### src/rtl/object_bbox_tracker.sv
// rtl/object_bbox_tracker.sv - bounding-box tracker and border overlay for frame-differencing detections
//
// Purpose: accumulates the bounding box of detected pixels over each even
// (compare) frame, commits it at the odd-frame boundary, and optionally draws
// the last committed box as a border on the outgoing pixel stream.
//
// Optional feature macro: BBOX_OVERLAY_EN (defined = draw border, undefined =
// registered passthrough with identical latency).
//
// Ports:
//   iCLK, iRST                 clock, synchronous active-low reset
//   iDVAL, iObjectDetected     pixel valid and per-pixel detection flag
//   iRed/iGreen/iBlue          incoming 12-bit pixel
//   iFrame_Cont                frame counter (bit 0: 1 = odd/store, 0 = even/compare)
//   iX_Cont, iY_Cont           pixel column / row
//   oRed/oGreen/oBlue, oDVAL   registered pixel (border applied), 1-cycle latency
//   oBox_Valid                 committed box met the hit threshold
//   oX_Min/oX_Max/oY_Min/oY_Max committed box extents
//   oHit_Count                 committed hit count, saturating
//   oFrame_Done                one-cycle pulse when committed outputs update

module object_bbox_tracker #(
  parameter int          MIN_HITS = 30,
  parameter logic [11:0] BOX_R    = 12'h000,
  parameter logic [11:0] BOX_G    = 12'hFFF,
  parameter logic [11:0] BOX_B    = 12'h000
) (
  input  logic        iCLK,
  input  logic        iRST,
  input  logic        iDVAL,
  input  logic        iObjectDetected,
  input  logic [11:0] iRed,
  input  logic [11:0] iGreen,
  input  logic [11:0] iBlue,
  input  logic [31:0] iFrame_Cont,
  input  logic [9:0]  iX_Cont,
  input  logic [8:0]  iY_Cont,
  output logic [11:0] oRed,
  output logic [11:0] oGreen,
  output logic [11:0] oBlue,
  output logic        oDVAL,
  output logic        oBox_Valid,
  output logic [9:0]  oX_Min,
  output logic [9:0]  oX_Max,
  output logic [8:0]  oY_Min,
  output logic [8:0]  oY_Max,
  output logic [19:0] oHit_Count,
  output logic        oFrame_Done
);

  typedef enum logic [1:0] {SYNC, ARMED, ACCUM, COMMIT} state_t;

  localparam logic [19:0] MIN_HITS_W = 20'(MIN_HITS);
  localparam logic [19:0] HITS_SAT   = 20'hFFFFF;

  state_t      state;
  logic        frameFF;
  logic        pendingFall;
  logic [9:0]  xMin;
  logic [9:0]  xMax;
  logic [8:0]  yMin;
  logic [8:0]  yMax;
  logic [19:0] hits;

  logic frameBit;
  logic rise;
  logic fall;
  logic detHit;
  logic isBorder;
  logic unusedFrameBits;

  assign frameBit        = iFrame_Cont[0];
  assign unusedFrameBits = ^iFrame_Cont[31:1];
  assign rise            = ~frameFF & frameBit;
  assign fall            = frameFF & ~frameBit;
  assign detHit          = iDVAL & iObjectDetected;

  // Border test against the committed registers so a box being built in the
  // current frame never disturbs the picture.
`ifdef BBOX_OVERLAY_EN
  logic xOnEdge;
  logic yOnEdge;
  logic xInside;
  logic yInside;

  always_comb begin
    xOnEdge  = (iX_Cont == oX_Min) || (iX_Cont == oX_Max);
    yOnEdge  = (iY_Cont == oY_Min) || (iY_Cont == oY_Max);
    xInside  = (iX_Cont >= oX_Min) && (iX_Cont <= oX_Max);
    yInside  = (iY_Cont >= oY_Min) && (iY_Cont <= oY_Max);
    isBorder = oBox_Valid && ((xOnEdge && yInside) || (yOnEdge && xInside));
  end
`else
  assign isBorder = 1'b0;
`endif

  always_ff @(posedge iCLK) begin
    if (!iRST) begin
      oRed   <= 12'd0;
      oGreen <= 12'd0;
      oBlue  <= 12'd0;
      oDVAL  <= 1'b0;
    end else begin
      oDVAL <= iDVAL;
      if (isBorder) begin
        oRed   <= BOX_R;
        oGreen <= BOX_G;
        oBlue  <= BOX_B;
      end else begin
        oRed   <= iRed;
        oGreen <= iGreen;
        oBlue  <= iBlue;
      end
    end
  end

  always_ff @(posedge iCLK) begin
    if (!iRST) begin
      state       <= SYNC;
      frameFF     <= 1'b0;
      pendingFall <= 1'b0;
      xMin        <= 10'h3FF;
      xMax        <= 10'd0;
      yMin        <= 9'h1FF;
      yMax        <= 9'd0;
      hits        <= 20'd0;
      oBox_Valid  <= 1'b0;
      oX_Min      <= 10'd0;
      oX_Max      <= 10'd0;
      oY_Min      <= 9'd0;
      oY_Max      <= 9'd0;
      oHit_Count  <= 20'd0;
      oFrame_Done <= 1'b0;
    end else begin
      frameFF     <= frameBit;
      oFrame_Done <= 1'b0;
      case (state)
        // Wait for a full odd frame so a partial even frame after reset
        // never produces a box.
        SYNC: begin
          if (rise) state <= ARMED;
        end
        ARMED: begin
          // pendingFall covers a fall that landed on the COMMIT cycle.
          if (fall || pendingFall) begin
            state       <= ACCUM;
            pendingFall <= 1'b0;
            xMin        <= 10'h3FF;
            xMax        <= 10'd0;
            yMin        <= 9'h1FF;
            yMax        <= 9'd0;
            hits        <= 20'd0;
          end
        end
        ACCUM: begin
          // The rise-cycle pixel already belongs to the odd frame.
          if (rise) begin
            state <= COMMIT;
          end else if (detHit) begin
            if (hits != HITS_SAT) hits <= hits + 20'd1;
            if (iX_Cont < xMin) xMin <= iX_Cont;
            if (iX_Cont > xMax) xMax <= iX_Cont;
            if (iY_Cont < yMin) yMin <= iY_Cont;
            if (iY_Cont > yMax) yMax <= iY_Cont;
          end
        end
        COMMIT: begin
          if (hits >= MIN_HITS_W) begin
            oBox_Valid <= 1'b1;
            oX_Min     <= xMin;
            oX_Max     <= xMax;
            oY_Min     <= yMin;
            oY_Max     <= yMax;
          end else begin
            oBox_Valid <= 1'b0;
            oX_Min     <= 10'd0;
            oX_Max     <= 10'd0;
            oY_Min     <= 9'd0;
            oY_Max     <= 9'd0;
          end
          oHit_Count  <= hits;
          oFrame_Done <= 1'b1;
          pendingFall <= fall;
          state       <= ARMED;
        end
        default: state <= SYNC;
      endcase
    end
  end

endmodule

### config.mk
export PLATFORM = sky130hd
export DESIGN_NAME = object_bbox_tracker
export DESIGN_NICKNAME = d
export VERILOG_FILES = /design/src/rtl/object_bbox_tracker.sv
export SDC_FILE = /design/constraint.sdc
export NUM_CORES = 1
export LEC_CHECK = 0
export ABC_CLOCK_PERIOD_IN_PS = 3750
export BUFFER_PORTS_ARGS = -buffer_cell sky130_fd_sc_hd__buf_2
export CORE_MARGIN = 10
export CORE_UTILIZATION = 56
export DETAILED_ROUTE_END_ITERATION = 12
export HOLD_SLACK_MARGIN = 0.05
export MAX_ROUTING_LAYER = met4
export PLACE_DENSITY = 0.94
export SLEW_MARGIN = 10
export SYNTH_ARGS = -nofsm -noshare
export SYNTH_HDL_FRONTEND = slang
export SYNTH_SLANG_ARGS = --single-unit
### constraint.sdc
create_clock -name iCLK -period 3.75 [get_ports iCLK]
set_clock_uncertainty 0.1 [all_clocks]
set_input_delay 0.75 -clock iCLK [delete_from_list [all_inputs] [get_ports iCLK]]
set_output_delay 0.75 -clock iCLK [all_outputs]
set_load 0.01 [all_outputs]
## After elaboration in Yosys (flattened, before gate mapping)

Cells that the tools add are included.

- Reduce and logical (&&, ||, !) cells: 11
- Multiplexer cells: 37
- Eq/ne operators: 14
- $add $sub $neg: 1
- $lt $le $gt $ge: 5
- Bitwise logic cells: 5

Operators by type and width:

| cell | number |
|---|---|
| 10-bit two-way mux | 10 |
| 9-bit two-way mux | 10 |
| 20-bit two-way mux | 4 |
| 10-bit one-hot mux with 2 select lines | 2 |
| 20-bit one-hot mux with 2 select lines | 1 |
| 9-bit one-hot mux with 2 select lines | 2 |
| 5-bit AND reduction | 5 |
| 20-bit by 1-bit adder with 20-bit output (second input constant) | 1 |
| 20-bit by 5-bit >= comparator with 1-bit output (second input constant) | 1 |
| 2-bit != test (second input constant) | 10 |
| 20-bit != test (second input constant) | 1 |
| 10-bit > comparator | 1 |
| 10-bit < comparator | 1 |
| 9-bit > comparator | 1 |
| 9-bit < comparator | 1 |
| 2-bit one-hot mux with 4 select lines | 1 |
| 2-bit two-way mux | 3 |
| 2-bit equality test (second input constant) | 2 |
| 2-bit nonzero test | 2 |
| 1-bit AND | 3 |
| 1-bit two-way mux | 3 |
| 3-bit AND reduction | 1 |
| 2-bit by 1-bit equality test with 1-bit output (second input constant) | 1 |
| 2-bit zero test | 1 |
| other kinds (4) | 5 |

- Bits in registers: 159
- Logic and storage cells: 92
- Output and inout port bits: 97
- Input port bits: 91

## Depth between registers and ports, before layout

Gate-level depths: netlist of run 1.

- Word-level depth: 5
- Gate-level depth with buffers: 9
- Mapped depth without buffers: 7

## Worst setup path before layout of run 1

OpenSTA, ideal clock, no wires.

- Kind: input to register
- Start point: input iX_Cont[3]
- End point: register xMax[0]
- Stages: 7
- Buffers on the path: 1
- Arrival: 2.214 ns
- Setup time: 0.126 ns
- Data required time: 3.524 ns
- Path slack: 1.310 ns
- Cell sequence: ha_1 > a21o_1 > a21o_1 > a2111oi_0 > and3b_1 > buf_2 > mux2i_1

- Longest elaborated chain between the ends: 3

RTL lines:

| what | RTL line | RTL |
|---|---|---|
| from (decl) | 36 | `input logic [9:0] iX_Cont,` |
| 10-bit > comparator | 162 | `if (iX_Cont > xMax) xMax <= iX_Cont;` |
| 2-bit != test (no source line) | n/a |  |
| 5-bit AND reduction (no source line) | n/a |  |
| to (signal assigned) | 162 |  |
| to (decl) | 60 | `logic [9:0] xMax;` |

Every way passes these cells.
A chain may end at the register's enable or synchronous reset.

## Worst setup path in the final report of run 1

- Start point: register hits[1]
- End point: register hits[12]

- Longest elaborated chain between the ends: 5
- Elaborated cells between the ends (all ways): 8
- Those cells by class: add/sub: 1; eq/ne: 2; mux: 4; reduce/logical: 1

RTL lines:

| what | RTL line | RTL |
|---|---|---|
| from (decl) | 63 | `logic [19:0] hits;` |
| from (signal assigned) | 160 | `if (hits != HITS_SAT) hits <= hits + 20'd1;` |
| 20-bit by 1-bit adder with 20-bit output | 160 |  |
| 20-bit two-way mux | 160 |  |
| 20-bit two-way mux | 159 | `end else if (detHit) begin` |
| 20-bit two-way mux | 157 | `if (rise) begin` |
| 20-bit one-hot mux with 2 select lines | 137 | `case (state)` |

Several ways; a longest one is shown, not always the timed one. The select of a mux whose other input is x is not followed.

==> run metrics, run 1 <==
Worst path slowest cell and4_1; non-filler cells, final 991; clk sinks 159; multiplexer area fraction after synthesis 8.218%; Routed Antenna Nets 0; number of I/O port buffers 156; total number of vias 5620; layout cells sized above 1 24.23%; Initial Util 57.92%; standard-cell row count 39; Final setup viols 0; pre-CTS setup slack 0.9853 ns; Max VDD drop 349.0 uV; largest net degree at the start of global routing 43; clk slew on worst S/H paths 0.06 ns; CTS Hold Buffers Added 0; TritonCTS clock tree built; clk_lat worst skew 0.42 ns; chip width 129.4 um; Worst Hold Class register to register; Synth Area in XOR/XNOR 0%; DRC viols 0; Main synth FF type dfxtp_1; GRT overflow 0; Slew Limit Fails 0; CP Capture Type register; Max-Cap Viols 0; initial antenna violation count 2; area grow syn2layout 22.49%; first-pass GRT wire length 27.14 mm; area occupied by registers 0.003183 mm2; Core ar. 0.01156 mm2; area share of and/or/nand/nor cells after synthesis 17.22%; worst slew pin tran 0.9621 ns; Root Buffer clkbuf_16; gpl congestion 0.8623; Worst path max stage delay 0.77 ns; Ys Warns 0; setup_tns 0 ns; FFs w/ async S/R, synth 0%; Avg WL per Cell 16.91 um; Max Clk Rate 0.3822 GHz; Critical Path AT 2.85 ns; drt pass-1 iters 5; Vias/cell 5.671; number of global-route vias before repair 5610; post-synthesis cell type count 50; hpwl dp 12.06 mm; Synth Cell Area 0.006699 mm2; RSZ-0062 raised after global routing no; Resized Gates After CTS 0; CP Class register to register; Compound-Gate Fraction of Synth Area 13.95%; Placed Instances 957; worst-case clock buffer depth 2; register bit total from synthesis 159; gr usage total 20.62%; Tmin final 2.617 ns; chip height 129.4 um; Final #Nets 966; status completed; FILL cells 863; Final Hold Vio Count 0; largest family of logic cells by synthesized area simple AND/OR/NAND/NOR gates; Adder-Cell Fraction of Synth Area 7.845%; Avg Synthesized Cell Area 9.794 um2; fin crit share 69.78%; crit path max fanout 27; Leak 3.809 nW; CTS buffer count 17; final worst setup slack 1.133 ns; worst path cell trace ha_1 -> nand3_1 -> nor4_4 -> and4_1 -> o311ai_0 -> o31ai_1; startpoint types register; Post-Route WL 16.76 mm; Syn Inst Count 684; initial DRC count 457; register area share after synthesis 47.52%; number of flops mapped to enable cells by yosys 0; pwr dens 518.7 mW/mm2; register-to-register setup slack 1.13 ns; Multi-input gate area 0.003192 mm2; relative slew slack 35.86%; H-Tree Depth 4; Post CTS Setup Buffer Count 0; WP data required 3.99 ns; die area 0.01674 mm2; Top Ports 188; Mapped Nets 817
-- state kept, by name (all words and copies together), names as in the netlist --
| name | count |
|---|---|
| xMin | 10 |
| oBox_Valid | 1 |
| yMin | 9 |
| oY_Max | 9 |
| oHit_Count | 20 |
| oX_Min | 10 |
| oFrame_Done | 1 |
| xMax | 10 |
| oDVAL | 1 |
| state | 2 |
| oBlue | 12 |
| hits | 20 |
| oGreen | 12 |
| yMax | 9 |
| pendingFall | 1 |
| oRed | 12 |
| oX_Max | 10 |
| oY_Min | 9 |
| frameFF | 1 |
-- report_power, final --
| group | internal (mW) | switching [mW] |
|---|---|---|
| Clock | 1.11 | 0.666 |
| Combinational | 0.246 | 0.443 |
| Sequential | 1.74 | 0.0446 |
-- path summary, 6_finish.rpt --
| check | start | end | cells after the start |
|---|---|---|---|
| worst max-delay path | hits[1]$_SDFFE_PN0P_ | hits[12]$_SDFFE_PN0P_ | 6 |
| worst max register to register | hits[1]$_SDFFE_PN0P_ | hits[12]$_SDFFE_PN0P_ | 6 |
| worst min register to register | oBox_Valid$_SDFFE_PN0P_ | oBox_Valid$_SDFFE_PN0P_ | 1 |
| worst min-delay path | oBox_Valid$_SDFFE_PN0P_ | oBox_Valid$_SDFFE_PN0P_ | 1 |
-- cell type report --
class,instances,share of cell area [%]
multi-input combinational,443,38.90
sequential,159,38.79
timing repair buffer,166,10.43
clock buffer,22,5.901
tap,143,2.181
inverter,46,2.104
clock inverter,10,1.632
antenna,2,0.06099
-- critical path: cells and delay by family (launching register included) --
kind	cells	cell delay (ns)
compound gates	2	0.36
fa+ha+maj	1	0.24
flops	1	0.49
simple gates	3	1.34
-- metal layers --
layer  track usage (%)  vias to the layer above  wire length [um]
li1                  -                     2726                 -
met2             32.97                      235              7875
met4             8.495                        0               333
met3             6.566                       36              1349
met5                 -                        -                 0
met1             23.52                     2623              7201
-- per-stage QoR --
| stage | total power, mW | util (%) | hold WS, ns | cell area (um2) |
|---|---|---|---|---|
| 2_1_floorplan | 2.304 | - | 0.3475 | 6699 |
| 3_3_place_gp | 2.469 | 65.56 | 0.3293 | 7582 |
| 3_5_place_dp | 2.495 | 65.56 | 0.3433 | 7582 |
| 4_1_cts | 4.263 | 70.91 | 0.3584 | 8200 |
| 5_1_grt | 4.432 | 70.95 | 0.3816 | 8205 |
| 6_report | 4.256 | 70.95 | 0.3588 | 8205 |
-- kinds of logic after synthesis --
logic type,after synthesis
AO/OA/AOI/OAI,123
adder cells (fa/ha/maj),42
buffers and inverters,82
flip-flops,159
multiplexers,55
AND/OR/NAND/NOR,223
-- cell usage after synthesis, drive strengths merged, types with 2 or more instances --
library cell | instances | area share (%)
a211oi | 2 | 0.22
a21o | 7 | 0.78
a21oi | 24 | 1.9
a22o | 48 | 6.3
a311oi | 2 | 0.26
a31oi | 2 | 0.19
and2 | 39 | 3.6
and3 | 7 | 0.65
and4 | 5 | 0.65
buf | 16 | 1.6
clkbuf | 20 | 1.1
dfxtp | 159 | 48
ha | 42 | 7.8
inv | 46 | 2.6
mux2i | 55 | 8.2
nand2 | 39 | 2.2
nand2b | 6 | 0.56
nand3 | 15 | 1.1
nand4 | 11 | 1.0
nor2 | 66 | 3.7
nor2b | 2 | 0.19
nor3 | 4 | 0.30
nor4 | 7 | 0.88
o2111ai | 2 | 0.26
o21a | 3 | 0.34
o21ai | 8 | 0.65
o311ai | 4 | 0.52
o31ai | 13 | 1.5
or3 | 9 | 0.84
or4 | 10 | 1.1
-- layout by cell type (no fill, tap or decap), drive strengths merged, types with 8 or more instances in the layout --
master / count
or4: 10
and2: 39
buf: 166
nor2: 66
inv: 46
o21ai: 8
o31ai: 13
dfxtp: 159
a21oi: 24
nand2: 39
nand4: 11
or3: 9
ha: 42
a22o: 48
nand3: 15
mux2i: 55
clkbuf: 22
Power figures use the tool's default switching activity.
==> run 2, diff against run 1 <==
Settings changed: ABC_CLOCK_PERIOD_IN_PS 3750 to 2200, CORE_UTILIZATION 56 to 47, PLACE_DENSITY 0.94 to 0.85.
Clock period 3.75 ns to 2.2 ns, I/O delays scaled along.
==> run 2 against run 1 <==
Against the previous run: fmax is 25% higher; routed wire length is 4.7% higher; global-route usage is 3.0 points lower; power is 76% higher; die area is 16% higher; via count is 2.0% higher; first-iteration DRC count is 23% lower; critical path type unchanged.
==> run metrics, run 2 (synthesis gave the netlist of run 1 again) <==
Root Buffer clkbuf_16; Tmin final 2.096 ns (-0.5210 ns); Top Ports 188 (unchanged); Avg WL per Cell 16.46 um (-2.7%); CP Class register to register; RSZ-0062 raised after global routing yes; initial antenna violation count 1 (-1); chip width 139.4 um (+7.7%); Final setup viols 0 (unchanged); worst-case clock buffer depth 2 (unchanged); initial DRC count 354 (-23%); H-Tree Depth 4 (unchanged); GRT overflow 0 (unchanged); drt pass-1 iters 5 (unchanged); clk sinks 159 (unchanged); number of global-route vias before repair 5532 (-1.4%); worst path cell trace inv_1 -> ha_1 -> a21o_1 -> a31oi_1 -> o21ai_1 -> a311oi_2 -> buf_4 -> mux2i_1; Final #Nets 1007 (+4.2%); FILL cells 1154 (+34%); total number of vias 5732 (+2.0%); Placed Instances 1032 (+7.8%); CTS buffer count 17 (unchanged); Core Util, Final 61.78% (-9.2 points); relative slew slack 57.50% (+22 points); Critical Path AT 2.34 ns (-0.51 ns); startpoint types register; status completed; Post-DP Area 0.007939 mm2 (+4.7%); Routed Antenna Nets 0 (unchanged); Post-Route WL 17.55 mm (+4.7%); area occupied by registers 0.003187 mm2 (+0.12%); CTS Hold Buffers Added 0 (unchanged); hpwl dp 12.78 mm (+5.9%); Slew Limit Fails 0 (unchanged); gpl congestion 0.9022 (+4.6%); Max VDD drop 658.3 uV (+89%); clk_lat worst skew 0.42 ns (about the same); first-pass GRT wire length 27.81 mm (+2.4%); commonest cells after routing, fill and taps aside dfxtp_1 (156), buf_2 (156), nor2_1 (65), mux2i_1 (55); Worst path slowest cell dfxtp_2; area grow syn2layout 28.50%; Core ar. 0.01393 mm2 (+20%); worst slew pin tran 0.6352 ns (-0.3269 ns); Leak 3.996 nW (+4.9%); layout cells sized above 1 28.93% (+4.7 points); die area 0.01943 mm2 (+16%); standard-cell row count 43 (+10%); Max-Cap Viols 0 (unchanged); Vias/cell 5.377 (-5.2%); number of I/O port buffers 156 (unchanged); clk slew on worst S/H paths 0.06 ns (about the same); chip height 139.4 um (+7.7%); largest net degree at the start of global routing 40 (-7.0%); non-filler cells, final 1066 (+7.6%); pwr dens 868.3 mW/mm2 (+67%); fin crit share 95.26% (+25 points); Final Instance Area 0.008608 mm2 (+4.9%); Initial Util 48.07% (-9.9 points); WP data required 2.45 ns (-1.54 ns); Final Hold Vio Count 0 (unchanged); Worst Hold Class input pin to register; crit path max fanout 5 (-81%); TritonCTS clock tree built; gr usage total 17.65% (-3.0 points); DRC viols 0 (unchanged); CP Capture Type register; Multi-input gate area 0.003246 mm2 (+1.7%); Worst path max stage delay 0.34 ns (-0.43 ns); Top Registers hits: 20 flops, oHit_Count: 20 flops; Max Clk Rate 0.4772 GHz (+25%)
[run 2: cell types whose count changed in the layout (fill, tap and decap cells not counted), sizes merged]
| cell | before | now |
|---|---|---|
| o21ai | 8 | 9 |
| clkbuf | 22 | 19 |
| buf | 166 | 206 |
| clkinvlp | 2 | 3 |
| diode | 2 | 1 |
[run 2: cell type report]
cell class / count / share of cell area [%]
Antenna cell: 1 / 0.02907
Timing Repair Buffer: 206 / 13.72
Inverter: 46 / 2.006
Tap cell: 180 / 2.616
Clock buffer: 19 / 5.262
Multi-Input combinational cell: 444 / 37.70
Clock inverter: 11 / 1.642
Sequential cell: 159 / 37.02
[run 2: per-stage QoR]
step                hold WS [ns]  setup TNS [ns]  power (mW)  worst slack (ns)
floorplan                 0.3475               0       3.927           0.06983
global placement          0.3297          -2.806       4.396           -0.1695
detailed placement        0.3423          -4.237       4.432           -0.2229
CTS                       0.1044               0       7.410           0.01770
global route             0.09862       -0.005953       7.801         -0.005953
finish                    0.1209               0       7.474            0.1042
[run 2: timing repair]
action | in CTS | in global routing
buffers inserted | 0 | 2
endpoints found under the setup margin | 21 | 44
gates cloned | 0 | 1
pin swaps | 0 | 2
resized for setup | 4 | 13
[run 2: critical path, delay by kind of cell, from the launching register on]
| kind | cells | cell delay [ns] |
|---|---|---|
| flip-flops | 1 | 0.34 |
| buffers and inverters | 2 | 0.27 |
| AO/OA/AOI/OAI | 4 | 0.80 |
| multiplexers | 1 | 0.21 |
| adder cells (fa/ha/maj) | 1 | 0.30 |
[run 2: final timing paths]
path / slack [ns] / depth (start not counted) / start / to
setup / recovery: 0.10 / 8 / xMin[2]$_SDFFE_PN1P_ / xMin[8]$_SDFFE_PN1P_
hold / removal: 0.12 / 2 / iGreen[0] / oGreen[0]$_SDFF_PN0_
setup reg to reg: 0.10 / 8 / xMin[2]$_SDFFE_PN1P_ / xMin[8]$_SDFFE_PN1P_
hold reg to reg: 0.37 / 1 / oY_Max[6]$_SDFFE_PN0P_ / oY_Max[6]$_SDFFE_PN0P_
[run 2: routing by layer]
layer	GRT usage [%]	vias up	wire length, um
li1	-	2814	-
met1	20.76	2698	7920
met2	27.92	202	8161
met3	6.091	18	1202
met4	5.272	0	260
met5	-	-	0
[run 2: report_power, final]
part           internal [mW]  switching (mW)  total, mW  leakage, nW
Clock                   1.82            1.13       2.95        0.286
Sequential              2.97          0.0519       3.02         1.29
Combinational          0.607           0.891       1.50         2.42
